[src/rtl/maxpool_stream.sv]
// Streaming sign-magnitude max-pool: reduces windows of up to WIN samples to (max, position, count).
// Optional MAXPOOL_RELU_EN clamps a negative window maximum (including -0) to +0.
module maxpool_stream #(
  parameter int Q   = 15,
  parameter int N   = 32,
  parameter int WIN = 4,
  parameter int IW  = (WIN > 1) ? $clog2(WIN) : 1,
  parameter int CW  = $clog2(WIN + 1)
) (
  input  logic          clk,
  input  logic          reset,
  input  logic          in_valid,
  output logic          in_ready,
  input  logic [N-1:0]  in_data,
  input  logic          in_last,
  output logic          out_valid,
  input  logic          out_ready,
  output logic [N-1:0]  out_max,
  output logic [IW-1:0] out_idx,
  output logic [CW-1:0] out_cnt
);

  // Q only describes the fixed-point format; the ordering never looks at it.
  if (Q < 0 || Q >= N) begin : g_q_out_of_range
  end
  if (WIN < 1 || WIN > 256) begin : g_win_out_of_range
  end

  typedef enum logic {
    ST_ACCUM = 1'b0,
    ST_HOLD  = 1'b1
  } state_t;

  state_t        state_q, state_d;
  logic [N-1:0]  run_max_q, run_max_d;
  logic [IW-1:0] run_idx_q, run_idx_d;
  logic [CW-1:0] cnt_q, cnt_d;
  logic [N-1:0]  out_max_q, out_max_d;
  logic [IW-1:0] out_idx_q, out_idx_d;
  logic [CW-1:0] out_cnt_q, out_cnt_d;

  logic          accept;
  logic          transfer;
  logic          take_new;
  logic          close_win;
  logic [N-1:0]  merged_max;
  logic [IW-1:0] merged_idx;
  logic [CW-1:0] cnt_inc;
  logic [N-1:0]  closed_max;

  // Strict "a > b" under sign-magnitude ordering: +0 beats -0, negatives
  // order by smaller magnitude. Ties return 0 so the incumbent survives.
  function automatic logic sm_greater(input logic [N-1:0] a, input logic [N-1:0] b);
    if (a[N-1] != b[N-1]) begin
      return b[N-1];
    end else if (!a[N-1]) begin
      return a[N-2:0] > b[N-2:0];
    end else begin
      return a[N-2:0] < b[N-2:0];
    end
  endfunction

  assign in_ready  = (state_q == ST_ACCUM) && !reset;
  assign out_valid = (state_q == ST_HOLD);
  assign out_max   = out_max_q;
  assign out_idx   = out_idx_q;
  assign out_cnt   = out_cnt_q;

  assign accept    = in_valid && in_ready;
  assign transfer  = out_valid && out_ready;
  assign take_new  = (cnt_q == '0) || sm_greater(in_data, run_max_q);
  assign merged_max = take_new ? in_data : run_max_q;
  assign merged_idx = take_new ? cnt_q[IW-1:0] : run_idx_q;
  assign cnt_inc   = cnt_q + CW'(1);
  assign close_win = accept && (in_last || (cnt_q == CW'(WIN - 1)));

`ifdef MAXPOOL_RELU_EN
  assign closed_max = merged_max[N-1] ? '0 : merged_max;
`else
  assign closed_max = merged_max;
`endif

  always_comb begin
    state_d   = state_q;
    run_max_d = run_max_q;
    run_idx_d = run_idx_q;
    cnt_d     = cnt_q;
    out_max_d = out_max_q;
    out_idx_d = out_idx_q;
    out_cnt_d = out_cnt_q;
    case (state_q)
      ST_ACCUM: begin
        if (accept) begin
          run_max_d = merged_max;
          run_idx_d = merged_idx;
          cnt_d     = cnt_inc;
        end
        if (close_win) begin
          state_d   = ST_HOLD;
          out_max_d = closed_max;
          out_idx_d = merged_idx;
          out_cnt_d = cnt_inc;
        end
      end
      ST_HOLD: begin
        // Result registers keep their values after transfer; only the window restarts.
        if (transfer) begin
          state_d = ST_ACCUM;
          cnt_d   = '0;
        end
      end
      default: begin
        state_d = ST_ACCUM;
        cnt_d   = '0;
      end
    endcase
  end

  always_ff @(posedge clk) begin
    if (reset) begin
      state_q   <= ST_ACCUM;
      run_max_q <= '0;
      run_idx_q <= '0;
      cnt_q     <= '0;
      out_max_q <= '0;
      out_idx_q <= '0;
      out_cnt_q <= '0;
    end else begin
      state_q   <= state_d;
      run_max_q <= run_max_d;
      run_idx_q <= run_idx_d;
      cnt_q     <= cnt_d;
      out_max_q <= out_max_d;
      out_idx_q <= out_idx_d;
      out_cnt_q <= out_cnt_d;
    end
  end

endmodule

[config.mk]
export PLATFORM = sky130hd
export DESIGN_NAME = maxpool_stream
export DESIGN_NICKNAME = d
export VERILOG_FILES = /design/src/rtl/maxpool_stream.sv
export SDC_FILE = /design/constraint.sdc
export NUM_CORES = 1
export LEC_CHECK = 0
export ABC_AREA = 1
export BUFFER_PORTS_ARGS = -buffer_cell sky130_fd_sc_hd__buf_4
export CORE_MARGIN = 2
export CORE_UTILIZATION = 51
export CTS_CLUSTER_DIAMETER = 50
export DETAILED_ROUTE_END_ITERATION = 10
export PLACE_DENSITY = 0.77
export SYNTH_ARGS = -nofsm -noshare
export SYNTH_HDL_FRONTEND = slang
export SYNTH_SLANG_ARGS = --single-unit
[constraint.sdc]
create_clock -name clk -period 1.97 [get_ports clk]
set_clock_uncertainty 0.15 [all_clocks]
set_input_delay 0.0985 -clock clk [delete_from_list [all_inputs] [get_ports clk]]
set_output_delay 0.0985 -clock clk [all_outputs]
set_load 0.05 [all_outputs]
# Word level (Yosys, flattened, before mapping)
# Cells that the tools add are included.
# word_totals
register_bits	75
out_inout_bits	39
wordCells	36
# op_classes
add_sub_neg	1
order_cmp	2
n_eq_ne	4
n_mux	10
bitwise_logic	1
reduce_logical	11
# ops
op	count
$mux W32	1
$gt A31 B31 Y1	1
$lt A31 B31 Y1	1
$mux W3	2
$pmux W3 S2	1
$reduce_and A2 Y1	3
$logic_and A1 B1 Y1	4
$mux W1	4
$add A3 B1 Y3 const B	1
$eq A3 B2 Y1 const B	1
$logic_not A3 Y1	1
$logic_or A1 B1 Y1	2
$mux W2	1
$ne A2 B1 Y1 const B	1
$ne A2 B2 Y1 const B	1
$pmux W1 S2	1
$logic_not A1 Y1	1
$ne A1 B1 Y1	1
$not A1 Y1	1

# Logic depth before layout (Yosys ltp)
# Gate-level depths: netlist of run 1.
# logic_depth
ltp_word	6
depth_mapped	20
mapped_depth_nobuf	19

# Worst setup path after synthesis of run 1
# OpenSTA, ideal clock, no wires.
# synth_timing
path_kind	register to register
start	register state_q, in the netlist out_valid
end	register run_max_q[12]
setup_time_ns	0.109
t_arrival_ns	2.330
path_slack_ns	-0.619
path_stages_with_launch	9
n_path_buf	2
period_less_slack_ns	2.589
cell_sequence	dfxtp_1 -> nor2_1 -> nand2_1 -> inv_1 -> buf_2 -> buf_1 -> nand3_1 -> nand2_1 -> inv_1
# synth_via
elab_chain_len	4
# synth_rtl
item	line	text
from (decl)	34	state_t state_q, state_d;
from (signal assigned)	129	state_q <= state_d;
$not A1 Y1 (no line)	--	
$logic_and A1 B1 Y1	63	assign in_ready = (state_q == ST_ACCUM) && !reset;
via in_ready	13	output logic in_ready,
$logic_and A1 B1 Y1	69	assign accept = in_valid && in_ready;
$reduce_and A2 Y1 (no line)	--	
to (signal assigned)	130	run_max_q <= run_max_d;
to (decl)	35	logic [N-1:0] run_max_q, run_max_d;
# The timed path passes the listed nets, and every way through them passes these cells.
# A chain may end at the register's enable or synchronous reset.

# Worst setup path after layout of run 1
# layout_timing
start	register run_max_q[16]
end	register run_max_q[28]
# layout_via
elab_chain_len	5
# layout_rtl
item	line	text
$gt A31 B31 Y1 / $lt A31 B31 Y1 (equally long branches)	57, 59	
$mux W1 *	56	end else if (!a[N-1]) begin
$mux W1 *	54	if (a[N-1] != b[N-1]) begin
$logic_or A1 B1 Y1 *	71	assign take_new = (cnt_q == '0) || sm_greater(in_data, run_max_q);
$mux W32 *	72	assign merged_max = take_new ? in_data : run_max_q;
# Every way passes the cells marked *; elsewhere a longest branch is shown, timed or not.

==> flow_summary.rst, run 1 <==
.. list-table::
   :header-rows: 1

   * - Metric
     - Value
   * - End of the worst hold path
     - out_max[29]$_SDFFE_PP0P_
   * - Sw Ratio
     - approximately a third
   * - Row count
     - 33
   * - Number of sinks on the clock net
     - 75
   * - Antenna-violating nets left
     - 0
   * - Max-slew violation count
     - 0
   * - Ys async rst share
     - 0%
   * - Vias/cell
     - 5.49
   * - Slew of the pin with the lowest slew margin
     - ~0.44 ns
   * - Result of the run
     - finished with violations
   * - Fin cells
     - just under 900
   * - Vertical extent of the die
     - roughly 96 µm
   * - Leading post-synthesis cells by instance count
     - nand2_1 (156), inv_1 (115), nand3_1 (101)
   * - Worst hold path depth
     - 6
   * - Number of antenna violations at the first check in global routing
     - 0
   * - Total leakage power
     - about 0.0033 µW
   * - Layout-stage area growth over the synthesis result
     - 50.6%
   * - Gr ovfl total
     - 0
   * - Sort of element at the start of the critical path
     - flip-flop
   * - Final Hold Viols
     - 0
   * - Origin of the worst min-delay path
     - in_data[29]
   * - Number of violations reported at the end of detailed-routing iteration 0
     - about 340
   * - Worst slew margin
     - 70.4%
   * - Worst Setup End Kind
     - flip-flop
   * - Starting density of the core
     - 52.7%
   * - Sequential-to-total area share from yosys stat
     - approximately a third
   * - Width of the die
     - between 90 and 100 µm
   * - Setup-failing EPs final
     - 66
   * - First-pass iteration count of the detailed router
     - 5
   * - Most frequent cell on the critical path
     - nand2_1
   * - Placeable Area
     - 8220 µm²
   * - Cts bufs inserted
     - 9
   * - Gr usage total
     - 30.5%
   * - Syn Area/Cell
     - a little under 7 µm²
   * - Area occupied by multi-input gates
     - 2870 µm²
   * - DR vias
     - approximately 4,800
   * - Post-synth top area share
     - 34.7%
   * - Clock latency of the later-clocked register in the worst-skew pair
     - 0.37 ns
   * - Depth of the worst register-to-register path
     - 19
   * - CP Cell Sequence
     - inv_1 -> ha_1 -> nand2_1 -> nand2_1 -> nand2_1 -> nand2_1 -> nand2_1 -> nand2_1 -> a21oi_2 -> nand2_2 -> nand2_1 -> nand2_2 -> nand2_4 -> nand2_8 -> buf_12 -> nand2_2 -> nand3_2 -> nand2_1 -> inv_1
   * - CTS Root Cell
     - clkbuf_8
   * - Wire length reported by the detailed router
     - 14,000 µm
   * - Yosys reg bits
     - 75
   * - Worst R2R Setup Slack
     - -0.51 ns
   * - Area enclosed by the die boundary
     - 9250 µm²
   * - Category of cells accounting for the largest share of critical-path delay
     - simple AND/OR/NAND/NOR gates
   * - CP Data Arrival Time
     - 2.60 ns
   * - Seq. cell area
     - 1510 µm²
   * - Most area-consuming cells after synthesis
     - dfxtp_1 (35%), nand2_1 (14%), nand3_1 (12%)
   * - Remaining DRCs
     - 0
   * - Post-synthesis instance total
     - roughly 630
   * - Crit path buf inv count
     - 3
   * - WHS
     - 0.0100 ns
   * - Setup ws final
     - -0.511 ns
   * - Synth Flop Type
     - dfxtp_1
   * - Clock tree from TritonCTS
     - yes
   * - First-pass GRT wire length
     - roughly 22,000 µm
   * - Setup repair after global routing missed its margin
     - true
   * - Fill cells
     - 555
   * - Number of max-cap violations
     - 0
   * - Area of the mapped netlist
     - ~4300 µm²
   * - Post-route design area
     - 6520 µm²
   * - CP required
     - 2.09 ns
   * - Routed wire per std cell
     - between 15 and 20 µm
   * - Number of flops mapped to enable cells by yosys
     - 0
   * - Total of warnings raised by yosys
     - 0
   * - Share of layout cells above drive strength 1
     - a little over a third
   * - Area after detailed placement
     - 5420 µm²
   * - Power dissipated by switching net loads
     - 1800 µW
   * - Top-count cell post-synth
     - nand2_1
   * - Htree depth
     - 3
   * - Nets in the synthesized netlist
     - 703
   * - Maximum achievable frequency
     - 403 MHz
   * - Ratio of final minimum period to clock period
     - 126%
   * - Worst-case vdd ir drop
     - 0.000630 V
   * - Fraction of power consumed by sequential logic
     - 34.1%
   * - Last weighted congestion value of the routability-driven placer
     - 0.816
   * - Type of the worst min-delay path
     - in -> reg
   * - Overall power consumption
     - 5100 µW
   * - N_diodes
     - 0
   * - Failing checks
     - negative setup slack
   * - Number of nets in the layout
     - 833
   * - Top Ports
     - 76
   * - Cell type of the slowest stage on the worst timing path
     - dfxtp_1
   * - Int Pwr
     - about 3300 µW
   * - Maximum net fanout on the critical path
     - 8
   * - Clock network power share
     - 29.8%
   * - CP peak stage delay
     - ~0.35 ns
   * - Number of placed cells counting well taps
     - 822
   * - Power Density
     - around 780 nW/µm²
   * - Reg-to-reg endpoint
     - run_max_q[28]$_SDFFE_PP0P_
   * - Vias in the first global route
     - 4,895
   * - Final HPWL from detailed placement
     - 7930 µm
   * - Final critical-path required period
     - between 2 and 2.5 ns
   * - Critical R2R Launch
     - run_max_q[16]$_SDFFE_PP0P_
   * - Critical Setup Path Class
     - reg -> reg
   * - Pin count of the biggest net entering global routing
     - 38
   * - Post-synthesis cell type count
     - 26
   * - Clock transition at path regs
     - 0.09 ns
   * - Combinational share of power
     - 36.1%
   * - I/O Buffers
     - 75
   * - Largest buffer count on any clock path
     - 2
   * - Cell taking the most area after synthesis
     - dfxtp_1
==> through the flow <==
step           setup TNS, ns  util, %  worst slack, ns
6_report              -27.13     79.4           -0.511
5_1_grt               -32.59     79.4           -0.589
4_1_cts               -24.22     77.6           -0.393
3_5_place_dp          -21.63     66.0           -0.363
3_3_place_gp          -16.43     66.0           -0.293
2_1_floorplan          -2.77        -          -0.0594
==> placed cells by master, fill, tap and decap left out <==
cell	count
bufinv_16	3
a21oi_1	18
clkbuf_8	11
nor2_1	11
nand3b_1	1
buf_16	2
nor2_4	2
nand3_1	60
dfxtp_2	10
a32o_1	1
nand3_4	1
a21oi_2	1
nand2_4	31
nand2_8	1
nor3_2	2
o21a_1	33
dlygate4sd3_1	30
buf_4	110
o21ai_0	29
ha_1	22
inv_2	15
clkinvlp_4	1
nand2_2	19
a21boi_0	1
nand3_2	40
ha_4	12
buf_12	7
a21o_1	2
dfxtp_1	65
nand2_1	119
inv_1	102
nand4_1	4
==> cells by family after synthesis <==
logic type / after synthesis / share of synthesized area [%]
AND/OR/NAND/NOR: 291 / 29.7
adder cells (fa/ha/maj): 34 / 9.82
flip-flops: 75 / 34.7
buffers and inverters: 147 / 13.8
AO/OA/AOI/OAI: 85 / 12.0
==> registers in the layout (all words and copies together), names as in the netlist <==
signal	flops
out_max	32
run_idx_q	2
out_cnt	3
cnt_q	3
out_valid	1
out_idx	2
run_max_q	32
==> what timing repair did <==
item                                   4_1_cts  5_1_grt
pin swaps                                   34       28
cloned                                       2        0
setup endpoints to repair                   66       66
endpoints found under the hold margin       54        0
gates resized for setup                     78       36
hold buffers                                30        0
setup buffers                                0        2
==> worst reg2reg max path, stage by stage, from the launching register on <==
cell	delay, ns
dfxtp_1	0.35
inv_1	0.06
ha_1	0.29
nand2_1	0.10
nand2_1	0.06
nand2_1	0.05
nand2_1	0.05
nand2_1	0.07
nand2_1	0.09
a21oi_2	0.15
nand2_2	0.08
nand2_1	0.07
nand2_2	0.06
nand2_4	0.12
nand2_8	0.12
buf_12	0.20
nand2_2	0.11
nand3_2	0.09
nand2_1	0.09
inv_1	0.05
==> worst max-delay path by stage <==
stage               cells after the start                       start  slack [ns]                          to
global placement                       15  run_max_q[12]$_SDFFE_PP0P_       -0.29    out_max[27]$_SDFFE_PP0P_
global route                           19  run_max_q[13]$_SDFFE_PP0P_       -0.59  run_max_q[28]$_SDFFE_PP0P_
floorplan                              16  run_max_q[26]$_SDFFE_PP0P_       -0.06   run_max_q[6]$_SDFFE_PP0P_
CTS                                    16  run_max_q[20]$_SDFFE_PP0P_       -0.39   run_max_q[4]$_SDFFE_PP0P_
detailed placement                     16  run_max_q[20]$_SDFFE_PP0P_       -0.36    out_max[27]$_SDFFE_PP0P_
finish                                 19  run_max_q[16]$_SDFFE_PP0P_       -0.51  run_max_q[28]$_SDFFE_PP0P_
==> per-layer routing <==
| layer | track usage, % | wire length (µm) | up-vias |
|---|---|---|---|
| met1 | 34.7 | 5330 | 2227 |
| met2 | 55.6 | 7160 | 236 |
| li1 | - | - | 2265 |
| met3 | 4.70 | 976 | 54 |
| met4 | 14.2 | 528 | 0 |
| met5 | 0 | 0 | - |
==> cell type report <==
| cell class | count | area share (%) |
|---|---|---|
| repair buffers | 149 | 20.3 |
| clock buffers | 11 | 2.32 |
| clock inverters | 4 | 1.50 |
| well taps | 105 | 2.01 |
| multi-input cells | 410 | 44.0 |
| flip-flops and latches | 75 | 23.2 |
| inverters | 117 | 6.73 |
==> power groups by stage <==
stage | Sequential (µW) | Clock [µW] | Combinational [µW]
after floorplan | 1900 | 0 | 807
after global placement | 1750 | 0 | 1400
after detailed placement | 1760 | 0 | 1440
after CTS | 1730 | 1520 | 1710
after global routing | 1750 | 1570 | 1990
final | 1740 | 1520 | 1840
Note: power is estimated with default switching activity, not from simulation.
==> run 2, diff against run 1 <==
==> constraint.sdc (replaced) <==
create_clock -name clk -period 1.97 [get_ports clk]
set_clock_uncertainty 0.15 [all_clocks]
set_input_delay 0 -clock clk [delete_from_list [all_inputs] [get_ports clk]]
set_output_delay 0 -clock clk [all_outputs]
set_load 0.05 [all_outputs]
==> run 2 against run 1 <==
Against the previous run: the run still ends with negative setup slack left; largest power group unchanged; clock-buffer cell count grew 1; combinational power grew 4%; total power shrank 3.6%; fmax grew 3.3%; setup slack gained 0.080 ns; flip-flop and latch count is the same; routed wire length shrank 0.94%; core utilization grew 1.5 points; final cell count shrank 0.46%; critical endpoint is now run_max_q[8]$_SDFFE_PP0P_.
==> flow_summary.rst, run 2 (synthesized netlist as in run 1, its figures left out) <==
.. list-table::
   :header-rows: 1

   * - Metric
     - Value
   * - Result of the run
     - finished with violations
   * - Failing checks
     - negative setup slack
   * - Number of sinks on the clock net
     - 75
   * - Clock transition at path regs
     - roughly 0.080 ns
   * - Layout-stage area growth over the synthesis result
     - 53.5%
   * - Final critical-path required period
     - 2.40 ns
   * - Gr ovfl total
     - 0
   * - Number of max-cap violations
     - 0
   * - CTS Root Cell
     - clkbuf_8
   * - CP peak stage delay
     - ~0.34 ns
   * - Worst hold path depth
     - 5
   * - Slew of the pin with the lowest slew margin
     - 0.814 ns
   * - Setup ws final
     - -0.431 ns
   * - Final Hold Viols
     - 0
   * - WHS
     - 0.0954 ns
   * - Power Density
     - 740 nW/µm²
   * - Worst slew margin
     - about 46%
   * - Top Ports
     - 76
   * - Clock latency of the later-clocked register in the worst-skew pair
     - ~0.36 ns
   * - Most used cells in the layout excluding fill and tap cells
     - nand2_1 (115), buf_4 (100), inv_1 (98)
   * - Sort of element at the start of the critical path
     - flip-flop
   * - CP required
     - 2.08 ns
   * - Row count
     - 33
   * - Remaining DRCs
     - 0
   * - Critical R2R Launch
     - run_max_q[22]$_SDFFE_PP0P_
   * - N_diodes
     - 0
   * - Core Util, Final
     - about 81%
   * - First-pass GRT wire length
     - 20,300 µm
   * - Origin of the worst min-delay path
     - in_valid
   * - Cell type of the slowest stage on the worst timing path
     - dfxtp_2
   * - Vias/cell
     - 5.48
   * - Cts bufs inserted
     - 9
   * - Width of the die
     - 96.2 µm
   * - Vias in the first global route
     - 4,462
   * - Wire length reported by the detailed router
     - 13,900 µm
   * - Number of violations reported at the end of detailed-routing iteration 0
     - about 250
   * - Worst-case vdd ir drop
     - 0.000426 V
   * - Clock tree from TritonCTS
     - yes
   * - Pin count of the biggest net entering global routing
     - 46
   * - Setup-failing EPs final
     - 66
   * - Type of the worst min-delay path
     - in -> reg
   * - Setup repair after global routing missed its margin
     - true
   * - Depth of the worst register-to-register path
     - 16
   * - Maximum net fanout on the critical path
     - 5
   * - Worst Setup End Kind
     - flip-flop
   * - Gr usage total
     - 27.9%
   * - Vertical extent of the die
     - 96.2 µm
   * - Final HPWL from detailed placement
     - 7530 µm
   * - Max-slew violation count
     - 0
   * - Critical Setup Path Class
     - reg -> reg
   * - Most common cell after layout, fill and taps aside
     - nand2_1
   * - Total leakage power
     - 0.00329 µW
   * - CP Data Arrival Time
     - about 2.5 ns
   * - Number of nets in the layout
     - 828
   * - Reg-to-reg endpoint
     - run_max_q[8]$_SDFFE_PP0P_
   * - Routed wire per std cell
     - 16.0 µm
   * - CP Cell Sequence
     - inv_2 -> ha_4 -> nand2_4 -> nor2_4 -> nand4_1 -> nor3_2 -> nand2_1 -> nand2_1 -> nand2_2 -> nand2_4 -> nand2_8 -> buf_16 -> nand2_4 -> nand3_2 -> nand2_1 -> inv_1
   * - DR vias
     - about 4,800
   * - Antenna-violating nets left
     - 0
   * - Share of layout cells above drive strength 1
     - 39.0%
   * - First-pass iteration count of the detailed router
     - 5
   * - Area enclosed by the die boundary
     - 9250 µm²
   * - Number of antenna violations at the first check in global routing
     - 0
   * - Ratio of final minimum period to clock period
     - 122%
   * - Largest buffer count on any clock path
     - 2
   * - Last weighted congestion value of the routability-driven placer
     - 0.818
   * - Placeable Area
     - 8220 µm²
   * - Worst R2R Setup Slack
     - -0.43 ns
   * - I/O Buffers
     - 75
   * - End of the worst hold path
     - run_max_q[25]$_SDFFE_PP0P_
   * - Starting density of the core
     - 52.7%
   * - Htree depth
     - 3
   * - Maximum achievable frequency
     - 417 MHz
==> run 2: cell types whose count changed in the layout (fill, tap and decap cells not counted), moves of 5 or more <==
cell / change
dfxtp_1: -9
dlygate4sd3_1: +5
dfxtp_2: +9
buf_4: -10
nand3_2: +16
nand3_1: -17
==> run 2: cell type report <==
type | count | area [µm²]
fillers | 514 | 1570
clock buffers | 12 | 155
well taps | 105 | 131
multi-input cells | 410 | 3050
inverters | 117 | 439
flip-flops and latches | 75 | 1530
repair buffers | 144 | 1300
clock inverters | 4 | 48.8
==> run 2: repair_timing <==
action / 4_1_cts / 5_1_grt
gates resized for setup: 70 / 92
hold buffers: 35 / 0
setup buffers: 1 / 3
gates cloned: 2 / 0
endpoints found under the hold margin: 69 / 0
pin swaps: 31 / 52
setup endpoints to repair: 66 / 67
==> run 2: power by group <==
group | total [µW] | leakage, µW | switching, µW | internal [µW]
combinational | 1910 | 0.00256 | 1140 | 768
sequential | 1750 | 0.000624 | 92.7 | 1660
clock | 1260 | 0.000106 | 606 | 654
==> run 2: how the worst max path moves through the flow <==
stage,from,end,slack [ns],cells past startpoint
6_report,run_max_q[22]$_SDFFE_PP0P_,run_max_q[8]$_SDFFE_PP0P_,-0.43,16
3_5_place_dp,run_max_q[21]$_SDFFE_PP0P_,out_max[27]$_SDFFE_PP0P_,-0.37,16
3_3_place_gp,run_max_q[12]$_SDFFE_PP0P_,out_max[27]$_SDFFE_PP0P_,-0.29,15
4_1_cts,run_max_q[20]$_SDFFE_PP0P_,out_max[29]$_SDFFE_PP0P_,-0.38,16
2_1_floorplan,run_max_q[26]$_SDFFE_PP0P_,run_max_q[6]$_SDFFE_PP0P_,-0.06,16
5_1_grt,run_max_q[26]$_SDFFE_PP0P_,run_max_q[2]$_SDFFE_PP0P_,-0.58,17
==> run 2: stage by stage <==
| stage | instance area (µm²) | total power (µW) | setup slack (ns) | std cells | setup TNS (ns) |
|---|---|---|---|---|---|
| floorplan | 4500 | 2710 | -0.0594 | 632 | -2.77 |
| global placement | 5330 | 3130 | -0.291 | 810 | -15.81 |
| detailed placement | 5330 | 3180 | -0.366 | 810 | -21.63 |
| CTS | 6240 | 4660 | -0.377 | 864 | -23.23 |
| global route | 6650 | 5130 | -0.578 | 867 | -34.56 |
| finish | 6650 | 4920 | -0.431 | 867 | -26.41 |
==> run 2: critical path, delay by kind of cell, from the launching register on <==
kind	cells	cell delay [ns]
simple gates	12	1.23
buf+inv	3	0.29
fa+ha+maj	1	0.28
flops	1	0.34
==> run 2: routing by layer <==
metal	routed length, µm	part of all wire [%]	up-vias	track usage (%)
met2	7160	52	214	48.2
met1	5350	39	2236	33.9
met5	0	0	-	0
met4	393	2.8	0	11.5
met3	957	6.9	47	5.01
li1	-	-	2258	-
==> run 3, diff against run 2 <==
BUFFER_PORTS_ARGS = -buffer_cell sky130_fd_sc_hd__buf_2   (was -buffer_cell sky130_fd_sc_hd__buf_4)
PLACE_DENSITY = default   (was 0.77)
PLACE_DENSITY_LB_ADDON = 0.1   (was default)
==> run 3 against run 2 <==
Against the previous run: the run still ends with negative setup slack left; worst hold slack got worse by 0.038 ns; fmax hardly changed; clock-buffer cell count down 2; first-iteration DRC count grew 4.4%; core utilization is 2.5 points lower; setup slack improved by 0.0011 ns; register-to-register slack about the same; global-route usage is essentially flat; routed wire length shrank 7.9%; critical path depth stayed put.
==> flow_summary.rst, run 3 (synthesized netlist as in run 1, its figures left out) <==
.. list-table::
   :header-rows: 1

   * - Metric
     - Value
   * - Cell type of the slowest stage on the worst timing path
     - dfxtp_1
   * - Clock transition at path regs
     - 0.08 ns
   * - Overall power consumption
     - 4910 µW
   * - Starting density of the core
     - between 50% and 60%
   * - Area enclosed by the die boundary
     - 9250 µm²
   * - Share of layout cells above drive strength 1
     - 36.8%
   * - Worst hold path depth
     - 3
   * - Most frequent cell on the critical path
     - nand2_2
   * - I/O Buffers
     - 75
   * - Clock tree from TritonCTS
     - yes
   * - Gr ovfl total
     - 0
   * - CP required
     - 2.08 ns
   * - CP Cell Sequence
     - inv_1 -> ha_4 -> nand2_1 -> inv_1 -> nand4_1 -> nor3_2 -> nand2_1 -> nand2_2 -> nand2_2 -> nand2_4 -> nand2_8 -> buf_12 -> nand2_4 -> nand3_2 -> nand2_2 -> inv_2
   * - Crit. Startpoint
     - run_max_q[18]$_SDFFE_PP0P_
   * - Fill cells
     - 608
   * - Most used cells in the layout excluding fill and tap cells
     - nand2_1 (119), inv_1 (108), buf_2 (75)
   * - Category of cells accounting for the largest share of critical-path delay
     - simple AND/OR/NAND/NOR gates
   * - Slew of the pin with the lowest slew margin
     - ~0.40 ns
   * - Final Hold Viols
     - 0
   * - Pin count of the biggest net entering global routing
     - 39
   * - Setup ws final
     - -0.429 ns
   * - Placeable Area
     - 8220 µm²
   * - Layout-stage area growth over the synthesis result
     - 48.7%
   * - Vias/cell
     - 5.19
   * - Number of max-cap violations
     - 0
   * - Number of violations reported at the end of detailed-routing iteration 0
     - about 260
   * - Final HPWL from detailed placement
     - 7320 µm
   * - Number of placed cells counting well taps
     - 814
   * - Number of sinks on the clock net
     - 75
   * - First-pass GRT wire length
     - 20,200 µm
   * - Reg-to-reg endpoint
     - out_max[29]$_SDFFE_PP0P_
   * - Failing checks
     - negative setup slack
   * - Ratio of final minimum period to clock period
     - 122%
   * - Fin cells
     - 869
   * - Power Density
     - 762 nW/µm²
   * - First-pass iteration count of the detailed router
     - 5
   * - Number of nets in the layout
     - 830
   * - CP Data Arrival Time
     - around 2.5 ns
   * - Result of the run
     - finished with violations
   * - Wire length reported by the detailed router
     - 12,800 µm
   * - Cts bufs inserted
     - 9
   * - Clock latency of the later-clocked register in the worst-skew pair
     - 0.35 ns
   * - Setup repair after global routing missed its margin
     - true
   * - Htree depth
     - 3
   * - Routed wire per std cell
     - 14.7 µm
   * - Maximum achievable frequency
     - 417 MHz
   * - Most common cell after layout, fill and taps aside
     - nand2_1
   * - Worst Setup End Kind
     - flip-flop
   * - Largest buffer count on any clock path
     - 2
   * - Sort of element at the start of the critical path
     - flip-flop
   * - Max-slew violation count
     - 0
   * - Worst-case vdd ir drop
     - 0.000523 V
   * - Depth of the worst register-to-register path
     - 16
   * - CP peak stage delay
     - 0.33 ns
   * - Critical Setup Path Class
     - reg -> reg
   * - N_diodes
     - 0
   * - Critical R2R Launch
     - run_max_q[18]$_SDFFE_PP0P_
   * - Antenna-violating nets left
     - 0
   * - Vertical extent of the die
     - just under 100 µm
   * - CTS Root Cell
     - clkbuf_8
   * - Number of antenna violations at the first check in global routing
     - 0
   * - Crit path buf inv count
     - 4
   * - Row count
     - 33
   * - Final critical-path required period
     - 2.40 ns
   * - Origin of the worst min-delay path
     - reset
   * - Setup-failing EPs final
     - 66
   * - Total leakage power
     - 0.00328 µW
   * - Gr usage total
     - 27.9%
   * - Maximum net fanout on the critical path
     - 7
   * - Worst slew margin
     - 73.0%
   * - Width of the die
     - 96.2 µm
   * - Top Ports
     - 76
   * - Type of the worst min-delay path
     - in -> reg
   * - End of the worst hold path
     - out_max[31]$_SDFFE_PP0P_
   * - Remaining DRCs
     - 0
   * - DR vias
     - 4,514
   * - Last weighted congestion value of the routability-driven placer
     - between 0.8 and 0.9
   * - Vias in the first global route
     - approximately 4,300
   * - Worst R2R Setup Slack
     - -0.43 ns
==> run 3: metrics by stage <==
stage / hold slack, ns / TNS, ns / cell area, µm² / worst slack, ns / utilization, %
2_1_floorplan: -0.0946 / -2.77 / 4500 / -0.0594 / -
6_report: 0.0573 / -25.73 / 6440 / -0.429 / 78.4
4_1_cts: 0.0350 / -19.13 / 6210 / -0.331 / 75.6
3_3_place_gp: 0.129 / -14.90 / 5170 / -0.265 / 62.9
3_5_place_dp: 0.147 / -16.18 / 5170 / -0.311 / 62.9
5_1_grt: 0.0682 / -35.55 / 6440 / -0.571 / 78.4
==> run 3: worst register-to-register path, stage by stage, from the launching register on <==
cell     delay [ns]
dfxtp_1        0.33
inv_1          0.08
ha_4           0.28
nand2_1        0.05
inv_1          0.08
nand4_1        0.14
nor3_2         0.24
nand2_1        0.10
nand2_2        0.09
nand2_2        0.07
nand2_4        0.12
nand2_8        0.12
buf_12         0.20
nand2_4        0.08
nand3_2        0.08
nand2_2        0.08
inv_2          0.03
==> run 3: metal layers <==
layer	GRT usage, %	wire length [µm]	vias up
li1	-	-	2260
met1	35.1	5570	2110
met2	49.3	6400	126
met3	4.07	611	18
met4	8.10	186	0
met5	0	0	-
==> run 3: how the worst max path moves through the flow <==
stage	to	cells after the start
floorplan	run_max_q[6]$_SDFFE_PP0P_	16
global placement	out_max[27]$_SDFFE_PP0P_	16
detailed placement	out_max[27]$_SDFFE_PP0P_	16
CTS	out_max[27]$_SDFFE_PP0P_	16
global route	out_max[29]$_SDFFE_PP0P_	16
finish	out_max[29]$_SDFFE_PP0P_	16
==> run 3: final cells by class <==
type / count / area (µm²) / area share, %
multi-input cells: 410 / 3000 / 46.6
flip-flops and latches: 75 / 1520 / 23.5
repair buffers: 146 / 1120 / 17.5
inverters: 117 / 439 / 6.82
clock buffers: 10 / 138 / 2.14
well taps: 105 / 131 / 2.04
clock inverters: 6 / 88.8 / 1.38
==> run 3: what timing repair did <==
item,in CTS,in global routing
endpoints found under the setup margin,66,66
resized for setup,91,48
hold endpoints to repair,69,0
cloned,2,0
hold buffers,34,0
pin swaps,36,43
setup buffers,0,3
==> run 3: power by group <==
| group | internal, µW | switching, µW | total (µW) |
|---|---|---|---|
| Combinational | 708 | 1110 | 1820 |
| Clock | 748 | 617 | 1360 |
| Sequential | 1650 | 75.0 | 1730 |
